## config.mk

```make
export PLATFORM = sky130hd
export DESIGN_NAME = pet_video_fetch
export DESIGN_NICKNAME = d
export VERILOG_FILES = /design/src/rtl/pet_video_pkg.sv /design/src/rtl/pet_video_shifter.sv /design/src/rtl/pet_video_fetch.sv
export SDC_FILE = /design/constraint.sdc
export NUM_CORES = 1
export LEC_CHECK = 0
export CAP_MARGIN = 40
export CORE_MARGIN = 3
export CORE_UTILIZATION = 37
export DETAILED_ROUTE_END_ITERATION = 6
export GPL_ROUTABILITY_DRIVEN = 0
export PLACE_DENSITY = 0.81
export SYNTH_ARGS = -nofsm -noshare
export SYNTH_HDL_FRONTEND = slang
export SYNTH_HIERARCHICAL = 1
export SYNTH_SLANG_ARGS = --single-unit
```

## constraint.sdc

```tcl
create_clock -name clk -period 4.6 [get_ports clk]
set_input_delay 0.92 -clock clk [delete_from_list [all_inputs] [get_ports clk]]
set_output_delay 0.92 -clock clk [all_outputs]
set_load 0.02 [all_outputs]
```

## src/rtl/pet_video_pkg.sv

```systemverilog
// Shared constants and helpers for the PET video fetch-and-shift unit.
// Phase constants are cnt31 offsets relative to the start of a fetch slot.
package pet_video_pkg;

    localparam logic [4:0] PH_ADDR = 5'd2;
    localparam logic [4:0] PH_CHAR = 5'd4;
    localparam logic [4:0] PH_LOAD = 5'd6;

    // Pixel period in clk: 4 for one fetch per CPU cycle, 2 for two.
    function automatic logic [4:0] pixel_period(input logic f2);
        return f2 ? 5'd2 : 5'd4;
    endfunction

    // Rows 8..31 of a character cell are outside the glyph and render as border.
    function automatic logic no_row(input logic [4:0] ra);
        return ra[3] | ra[4];
    endfunction

endpackage

```

## src/rtl/pet_video_shifter.sv

```systemverilog
// 8-bit pixel shifter with invert, blank gating and registered pixel/strobe outputs.
module pet_video_shifter (
    input  logic       clk,
    input  logic       reset,
    input  logic       strobe_i,
    input  logic       load_i,
    input  logic [7:0] load_data_i,
    input  logic       load_inv_i,
    input  logic       blank_i,
    output logic       pix_o,
    output logic       ce_pixel_o
);

    logic [7:0] sr_q, sr_d;
    logic       inv_q, inv_d;

    always_comb begin
        sr_d  = {sr_q[6:0], 1'b0};
        inv_d = inv_q;
        if (load_i) begin
            sr_d  = load_data_i;
            inv_d = load_inv_i;
        end
    end

    always_ff @(posedge clk) begin
        if (reset) begin
            sr_q       <= 8'h00;
            inv_q      <= 1'b0;
            pix_o      <= 1'b0;
            ce_pixel_o <= 1'b0;
        end else begin
            ce_pixel_o <= strobe_i;
            // The load cycle is itself a strobe, so the new MSB goes straight out.
            if (strobe_i) begin
                sr_q  <= sr_d;
                inv_q <= inv_d;
                pix_o <= (sr_d[7] ^ inv_d) & ~blank_i;
            end
        end
    end

endmodule

```

## src/rtl/pet_video_fetch.sv

```systemverilog
// PET video fetch sequencer: arbitrates VRAM against the CPU, fetches matrix bytes
// and char-ROM rows for 1 or 2 slots per 32-clk CPU cycle, and feeds the shifter.
module pet_video_fetch
    import pet_video_pkg::*;
#(
    parameter int unsigned MAX_FETCH = 2,
    parameter int unsigned CHAR_AW   = 12,
    parameter int unsigned VRAM_AW   = 10 + $clog2(MAX_FETCH)
) (
    input  logic               clk,
    input  logic               reset,
    input  logic [4:0]         cnt31_i,
    input  logic               cols80_i,
    input  logic               crtc_de_i,
    input  logic [13:0]        crtc_ma_i,
    input  logic [4:0]         crtc_ra_i,
    input  logic               crtc_cursor_i,
    input  logic               video_gfx_i,
    input  logic               video_blank_i,
    input  logic               blank_en_i,
    output logic               vram_cpu_o,
    output logic [VRAM_AW-1:0] vram_addr_o,
    input  logic [7:0]         vram_data_i,
    output logic [CHAR_AW-1:0] char_addr_o,
    input  logic [7:0]         char_data_i,
    output logic               ce_pixel_o,
    output logic               pix_o
);

    logic               f2_q;
    logic               slot;
    logic [4:0]         phase;
    logic [4:0]         rel;
    logic               strobe;
    logic               addr_ph, char_ph, load_ph;
    logic [1:0]         ma_hi_q;
    logic               de_q, inv_q;
    logic [VRAM_AW-1:0] vram_addr_d;
    logic [CHAR_AW-1:0] char_addr_d;
    logic [10:0]        char_low;

    // With two fetches the cycle splits into halves; cnt31[4] selects the slot.
    assign slot    = f2_q & cnt31_i[4];
    assign phase   = f2_q ? {1'b0, cnt31_i[3:0]} : cnt31_i;
    assign rel     = cnt31_i - PH_LOAD;
    assign strobe  = (rel & (pixel_period(f2_q) - 5'd1)) == 5'd0;
    assign addr_ph = (phase == PH_ADDR);
    assign char_ph = (phase == PH_CHAR);
    assign load_ph = (phase == PH_LOAD);

    if (MAX_FETCH == 2) begin : g_vaddr_slot
        assign vram_addr_d = {crtc_ma_i[9:0], slot};
    end else begin : g_vaddr_flat
        assign vram_addr_d = crtc_ma_i[9:0];
    end

    assign char_low = {video_gfx_i, vram_data_i[6:0], crtc_ra_i[2:0]};

    if (CHAR_AW == 12) begin : g_caddr_opt
        assign char_addr_d = {ma_hi_q[1], char_low};
    end else begin : g_caddr_base
        assign char_addr_d = char_low;
    end

    logic unused_sigs;
    assign unused_sigs = ^{crtc_ma_i[11:10], ma_hi_q[1], slot};

    always_ff @(posedge clk) begin
        if (reset) begin
            f2_q        <= 1'b0;
            vram_cpu_o  <= 1'b1;
            vram_addr_o <= '0;
            char_addr_o <= '0;
            ma_hi_q     <= 2'b00;
            de_q        <= 1'b0;
            inv_q       <= 1'b0;
        end else begin
            // Mode only changes on the cycle boundary so a slot is never split.
            if (cnt31_i == 5'd31) begin
                f2_q <= (MAX_FETCH == 2) && cols80_i;
            end
            if (addr_ph) begin
                vram_addr_o <= vram_addr_d;
                ma_hi_q     <= crtc_ma_i[13:12];
                vram_cpu_o  <= 1'b0;
            end
            if (char_ph) begin
                char_addr_o <= char_addr_d;
                de_q        <= crtc_de_i & ~no_row(crtc_ra_i);
                inv_q       <= vram_data_i[7] ^ ma_hi_q[0] ^ crtc_cursor_i;
                vram_cpu_o  <= 1'b1;
            end
        end
    end

    pet_video_shifter u_shifter (
        .clk         (clk),
        .reset       (reset),
        .strobe_i    (strobe),
        .load_i      (strobe & load_ph),
        .load_data_i (de_q ? char_data_i : 8'h00),
        .load_inv_i  (de_q & inv_q),
        .blank_i     (video_blank_i & blank_en_i),
        .pix_o       (pix_o),
        .ce_pixel_o  (ce_pixel_o)
    );

endmodule

```

Word-level counts from Yosys, hierarchy flattened
Index checks and enable logic that the tools add are counted.
W data, S select, Z words.
Cells by class
  add/subtract/negate cells: 2
  equality and inequality tests: 4
  multiplexer cells: 5
  bitwise operators: 13
  reduce and logical (&&, ||, !) cells: 2
Operators by type and width (number)
  $mux W8: 2
  $eq A5 B3 Y1 const B: 2
  $and A1 B1 Y1: 6
  $and A5 B5 Y5: 1
  $eq A5 B2 Y1 const B: 1
  $eq A5 B5 Y1 const B: 1
  $logic_not A5 Y1: 1
  $mux W5: 1
  $sub A5 B3 Y5 const B: 1
  $sub A3 B1 Y4 const B: 1
  $mux W3: 1
  $xor A1 B1 Y1: 3
  $not A1 Y1: 2
  $reduce_or A2 Y1: 1
  $mux W1: 1
  $or A1 B1 Y1: 1
Storage, ports and cells
  register bits: 39
  input port bits: 48
  output and inout bits: 26
  word-level logic and storage cells: 37

Logic depth before layout (Yosys ltp)
Gate-level depths: netlist of run 1.
  depth after elaboration: 8
  gate-level depth with buffers: 8
  mapped depth without buffers: 5

Cells and area by module
Netlist of run 1, hierarchy kept.
Modules (own cells, without submodules)
  pet_video_fetch: times used 1, cells an instance 158, area an instance 1325.0 sq um, seq. area each 580.6 sq um
  pet_video_shifter: times used 1, cells an instance 46, area an instance 444.2 sq um, seq. area each 200.2 sq um

Worst setup path before layout of run 1
OpenSTA, ideal clock, no wires.
  path type: in2reg
  start: in cnt31_i[0]
  end: reg u_shifter.pix_o
  library setup time: 0.128 ns
  arrival: 2.034 ns
  required time: 4.472 ns
  path slack: 2.438 ns
  stages: 7
  buffers on the path: 3
  cells stage by stage: or2_1 clkbuf_1 buf_2 nor3_1 buf_4 mux2i_1 o32ai_1
Between the ends
  cells in the longest elaborated chain, start to end: 7
  elaborated cells on any way between the ends: 10
  those cells by class: 1 x add/sub; 1 x eq/ne; 3 x mux; 4 x bitwise; 1 x reduce/logical
RTL lines
  start, declared: RTL line pet_video_fetch.sv:12  | input logic [4:0] cnt31_i,
  $sub A5 B3 Y5: RTL line pet_video_fetch.sv:45  | assign rel = cnt31_i - PH_LOAD;
  $and A5 B5 Y5: RTL line pet_video_fetch.sv:46  | assign strobe = (rel & (pixel_period(f2_q) - 5'd1)) == 5'd0;
  $logic_not A5 Y1: RTL line pet_video_fetch.sv:46
  $and A1 B1 Y1: RTL line pet_video_fetch.sv:100  | .load_i (strobe & load_ph),
  $mux W8 or $mux W1 (tied branches): RTL line pet_video_shifter.sv:20  | if (load_i) begin
  $xor A1 B1 Y1: RTL line pet_video_shifter.sv:38  | pix_o <= (sr_d[7] ^ inv_d) & ~blank_i;
  $and A1 B1 Y1: RTL line pet_video_shifter.sv:38
  end signal, assigned: RTL line pet_video_shifter.sv:38
  end, declared: RTL line pet_video_shifter.sv:10  | output logic pix_o,
Several ways; a longest one is shown, not always the timed one.
A chain may end at the register's enable or synchronous reset.

Worst setup path in the final report of run 1
  start: in cnt31_i[0]
  end: reg u_shifter.sr_q[5]
Between the ends
  cells in the longest elaborated chain, start to end: 5
  elaborated cells on any way between the ends: 7
  those cells by class: 1 x add/sub; 1 x eq/ne; 2 x mux; 2 x bitwise; 1 x reduce/logical
RTL lines
  $sub A5 B3 Y5: RTL line pet_video_fetch.sv:45
  $and A5 B5 Y5: RTL line pet_video_fetch.sv:46
  $logic_not A5 Y1: RTL line pet_video_fetch.sv:46
  $and A1 B1 Y1: RTL line pet_video_fetch.sv:100
  $mux W8: RTL line pet_video_shifter.sv:20
  end signal, assigned: RTL line pet_video_shifter.sv:36  | sr_q <= sr_d;
  end, declared: RTL line pet_video_shifter.sv:14  | logic [7:0] sr_q, sr_d;
Several ways; a longest one is shown, not always the timed one.

==> results of run 1 <==
==> worst max path at each step <==
stage / from / to / slack (ns) / depth (start not counted)
after CTS: cnt31_i[0] / u_shifter/sr_q[5] / 2.03 / 6
after floorplan: cnt31_i[0] / u_shifter/pix_o / 2.44 / 7
final: cnt31_i[0] / u_shifter/sr_q[5] / 2.00 / 6
after global routing: cnt31_i[0] / u_shifter/sr_q[6] / 1.90 / 6
after global placement: cnt31_i[0] / u_shifter/sr_q[1] / 1.76 / 6
after detailed placement: cnt31_i[0] / u_shifter/pix_o / 1.73 / 6
==> through the flow <==
| stage | utilization, % | area [um2] | std cells | hold WS (ns) | power, W |
|---|---|---|---|---|---|
| 6_report | 58.8 | 2630 | 323 | 0.463 | 0.000739 |
| 5_1_grt | 58.8 | 2630 | 323 | 0.489 | 0.000774 |
| 4_1_cts | 58.8 | 2630 | 323 | 0.468 | 0.000749 |
| 3_5_place_dp | 56.2 | 2510 | 315 | 0.447 | 0.000456 |
| 3_3_place_gp | 55.5 | 2480 | 312 | 0.441 | 0.000453 |
| 2_1_floorplan | - | 1770 | 204 | 0.440 | 0.000399 |
==> worst reg2reg max path: stages (launching register included) <==
cell,delay [ns]
dfxtp_1,0.40
nor2b_2,0.07
nor3_1,0.21
buf_4,0.25
mux2i_1,0.22
a211oi_1,0.09
==> final cells by class <==
class / count / area [um2]
fillers: 383 / 1840
well taps: 52 / 65.1
clock buffers: 6 / 82.6
flip-flops and latches: 39 / 781
repair buffers: 79 / 778
inverters: 2 / 7.51
multi-input cells: 143 / 882
clock inverters: 2 / 35.0
==> layer usage <==
metal  wire length [um]  track usage (%)
met1               2100             20.5
met5                  0                0
met4                 68             5.05
met3                415             8.54
met2               2240             29.0
==> synthesized netlist by cell type, drive strengths merged, types with 3 or more instances <==
cell / count / area, um2
a211oi: 6 / 45.0
a21oi: 30 / 150
and2: 10 / 62.6
buf: 11 / 67.6
clkbuf: 9 / 33.8
dfxtp: 39 / 781
mux2i: 7 / 70.1
nand2: 4 / 15.0
nand2b: 3 / 18.8
nand3: 15 / 75.1
nand4: 14 / 87.6
nor2: 10 / 37.5
nor2b: 3 / 18.8
o21ai: 14 / 70.1
o31ai: 14 / 105
==> state kept, by name (all words and copies together), names as in the netlist <==
name and cells:
u_shifter/pix_o 1, char_addr_o 12, f2_q 1, u_shifter/ce_pixel_o 1, inv_q 1, de_q 1, vram_addr_o 11, ma_hi_q 2
u_shifter/sr_q 7, u_shifter/inv_q 1, vram_cpu_o 1
==> power breakdown <==
group / internal (W) / switching, W
clock network: 0.000175 / 0.000115
registers: 0.000344 / 0.00000332
logic: 0.0000547 / 0.0000467
total: 0.000574 / 0.000165
==> cells by family after synthesis <==
family | share of synthesized area, %
xor+xnor | 2.33
flops | 44.1
buf+inv | 6.15
simple gates | 21.6
compound gates | 21.8
mux | 3.96
==> results.toml, run 1 <==
[detailed_routing]
drt-wirelength-per-cell_um = 14.9
via_per_inst = 5.42
dr.pass1.iters = 4
drtAntennaViolNets = 0
drc = 0
dr.first_iter.drc_count = 103
routed_wirelength_um = 4830
vias = 1750

[timing]
drv_slew = 0
finalCritPeriodShare_pct = 56.5
hold_viol = 0
slew_headroom_pct = 57.5
worst_pin_slew_ns = 0.638
fin_ws_ns = 2.00
finClkSkew_ns = 0.00365
fin_crit_ns = 2.60
rsz0062_at_grt = "no"
clock.fmax_mhz = 385
setup_viol = 0
setup_tns_ns = 0

[logic_synthesis]
yosysSeqAreaShare_pct = 44.1
syn_area_um2 = 1770
synth-edff-count = 0
synth-seq-cells = 39
async_reset_ff_share_pct = 0
synth_cells = 204
synth_flop_cell = "dfxtp_1"
syn_nets = 252
ys_warn_count = 6
synth.avg_cell_area_um2 = 8.67
yosysUniqueCellTypes = 31

[clock_network]
clockBufferDepth = 2
cts_resized = 0
cts_tree = "built"
numCtsBuffers = 5
hold_buffers = 0
clock_latency_ns = 0.29
clk_pin_slew_ns = 0.07
post_cts_buffers = 0
cts-root-buf = "clkbuf_8"
clock-sinks = 39
cts-htree-levels = 2

[hold_path]
whs_endpoint = "vram_cpu_o"
hold_depth = 2
hold_class = "reg -> reg"
hp-start = "vram_cpu_o"

[floorplan]
initial_core_util_pct = 39.5
die_area_um2 = 5650
core_um2 = 4470
io_pins = 74
dieHeight_um = 75.2
rows = 24
die_w_um = 75.2

[final_layout]
syn2layout_area_growth_pct = 48.7
nets = 318
layout_commonest_cell = "clkdlybuf4s50_1"
drive_above_1_share_pct = 7.01
antenna_cells = 0
final_cell_mix = "clkdlybuf4s50_1, dfxtp_1, a21oi_1"

[critical_path]
cp_top_family = "simple AND/OR/NAND/NOR gates"
path_cells = "clkdlybuf4s50_1, or2_1, nor3_1, buf_4, mux2i_1, a211oi_1"
worstPathArrival_ns = 2.75
crit_buf_inv = 2
cpPeakStageDelay_ns = 0.51
reg2reg_to = "u_shifter/sr_q[5]"
crit_fanout = 15
start_kind = "input pin"
end_kind = "register"
reg2reg_from = "f2_q"
r2r_setup_slack_ns = 3.23
r2r_cells = 5
criticalPathCategory = "in -> reg"
crit_required_ns = 4.76
cp_slowest_cell = "clkdlybuf4s50_1"

[global_route]
antenna_found_initial = 0
grt_overflow_total = 0
track_usage_pct = 17.7
grt_pass1_vias = 1688
grt_max_degree = 41
grt_pass1_wl_um = 7560

[status]
outcome = "finished, final reports clean"

[flow_run]
cap_violations = 0

[power]
leakagePower_nw = 0.883
peakVddDrop_v = 0.000181
power_density_nw_per_um2 = 281

[placed_design]
dp_hpwl_um = 3170
numPortBuffers = 71
place_ws_ns = 1.73
Note: power is estimated with default switching activity, not from simulation.
==> inputs of run 2 (changes only) <==
- clock period: 4.6 -> 2.7 ns (I/O delays scaled with it)
==> run 2 against run 1 <==
Against the previous run: core utilization shrank 1.0 points; flip-flop and latch count is the same; clock skew is essentially flat; sequential share of layout area grew 0.52 points; setup slack lost 1.2 ns; routed wire length is essentially flat; global-route usage shrank 0.20 points; clock power grew 23%; design area shrank 1.7%; via count grew 0.29%; hold slack lost 0.00095 ns; combinational power grew 71%.
==> results.toml, run 2 (synthesis results as in run 1) <==
[status]
outcome = "finished, final reports clean"

[placed_design]
numPortBuffers = 71
place_area_um2 = 2510
dp_hpwl_um = 3210

[final_layout]
register_area_um2 = 781
regMostFlops = "char_addr_o"
nets = 319
syn2layout_area_growth_pct = 46.2
antenna_cells = 0
multi_input_area_um2 = 882
drive_above_1_share_pct = 6.30
largest_register_ffs = 12
layout_commonest_cell = "clkdlybuf4s50_1"
fillers = 416
final_cell_mix = "clkdlybuf4s50_1, dfxtp_1, a21oi_1"
final_area_um2 = 2590
reg_top3 = "char_addr_o: 12 flops, vram_addr_o: 11 flops, u_shifter/sr_q: 7 flops"

[clock_network]
cts-root-buf = "clkbuf_8"
post_cts_buffers = 0
numCtsBuffers = 5
cts_resized = 0
hold_buffers = 0
clockBufferDepth = 2
clock_latency_ns = 0.28
cts-htree-levels = 2
clk_pin_slew_ns = 0.07
clock-sinks = 39
cts_tree = "built"

[critical_path]
start_kind = "input pin"
criticalPathCategory = "in -> reg"
worstPathArrival_ns = 2.06
crit_fanout = 10
end_kind = "register"
crit_required_ns = 2.84

[flow_run]
cap_violations = 0

[detailed_routing]
routed_wirelength_um = 4830
vias = 1755
drtAntennaViolNets = 0
drt-wirelength-per-cell_um = 15.0
drc = 0
dr.pass1.iters = 4
via_per_inst = 5.45
dr.first_iter.drc_count = 100

[global_route]
grt_pass1_vias = 1666
grt_max_degree = 28
track_usage_pct = 17.5
grt_pass1_wl_um = 7650
grt_overflow_total = 0
antenna_found_initial = 0

[timing]
setup_viol = 0
setup_tns_ns = 0
finClkSkew_ns = 0.00364
clock.fmax_mhz = 520
finalCritPeriodShare_pct = 71.3
slew_headroom_pct = 60.8
rsz0062_at_grt = "no"
hold_viol = 0
drv_slew = 0
worst_pin_slew_ns = 0.586
fin_crit_ns = 1.92

[power]
peakVddDrop_v = 0.000298
leakagePower_nw = 0.860
swShare_pct = 24.1
power_density_nw_per_um2 = 434
p_sw_w = 0.000271
p_comb_share_pct = 15.4
internal_power_w = 0.000852
clkPwrFrac_pct = 31.9
p_seq_share_pct = 52.8

[floorplan]
rows = 24
die_w_um = 75.2
dieHeight_um = 75.2
core_um2 = 4470
die_area_um2 = 5650
io_pins = 74
initial_core_util_pct = 39.5

[hold_path]
hold_class = "reg -> reg"
run 2: path summary, 6_finish.rpt:
kind,endpoint,start,cells past startpoint,slack (ns)
setup / recovery,u_shifter/sr_q[1],cnt31_i[0],6,0.78
hold / removal,vram_cpu_o,vram_cpu_o,2,0.46
setup reg to reg,u_shifter/sr_q[5],f2_q,5,1.27
hold reg to reg,vram_cpu_o,vram_cpu_o,2,0.46
run 2: final cells by class:
cell class	instances	share of cell area (%)
clock buffers	6	2.81
inverters	2	0.290
multi-input cells	143	34.1
flip-flops and latches	39	30.2
well taps	52	2.52
repair buffers	80	30.1
run 2: per-layer routing:
layer	vias up	routed length (um)	track usage, %
met1	803	2140	23.0
met2	70	2190	26.6
met5	-	0	0
met4	0	53	5.83
met3	4	443	6.28
li1	878	-	-
run 2: per-stage QoR:
stage | worst slack (ns) | util [%] | cells | power [W] | hold slack [ns]
detailed placement | 0.491 | 56.2 | 316 | 0.000778 | 0.453
global placement | 0.530 | 56.2 | 316 | 0.000776 | 0.440
global route | 0.711 | 57.8 | 322 | 0.00117 | 0.493
CTS | 0.782 | 57.8 | 322 | 0.00114 | 0.468
floorplan | 0.918 | - | 204 | 0.000680 | 0.440
finish | 0.775 | 57.8 | 322 | 0.00112 | 0.462
run 2: power by group through the flow:
stage          registers [W]  clock network, W  logic [W]
2_1_floorplan       0.000611                 0  0.0000686
3_3_place_gp        0.000605                 0   0.000170
3_5_place_dp        0.000606                 0   0.000172
4_1_cts             0.000592          0.000374   0.000174
5_1_grt             0.000594          0.000392   0.000187
6_report            0.000592          0.000358   0.000173
run 2: critical path: stages:
cell and delay [ns]:
clkdlybuf4s50_1 0.52, or2_1 0.29, nor3_1 0.16, buf_4 0.24
mux2i_1 0.22, a211oi_1 0.10
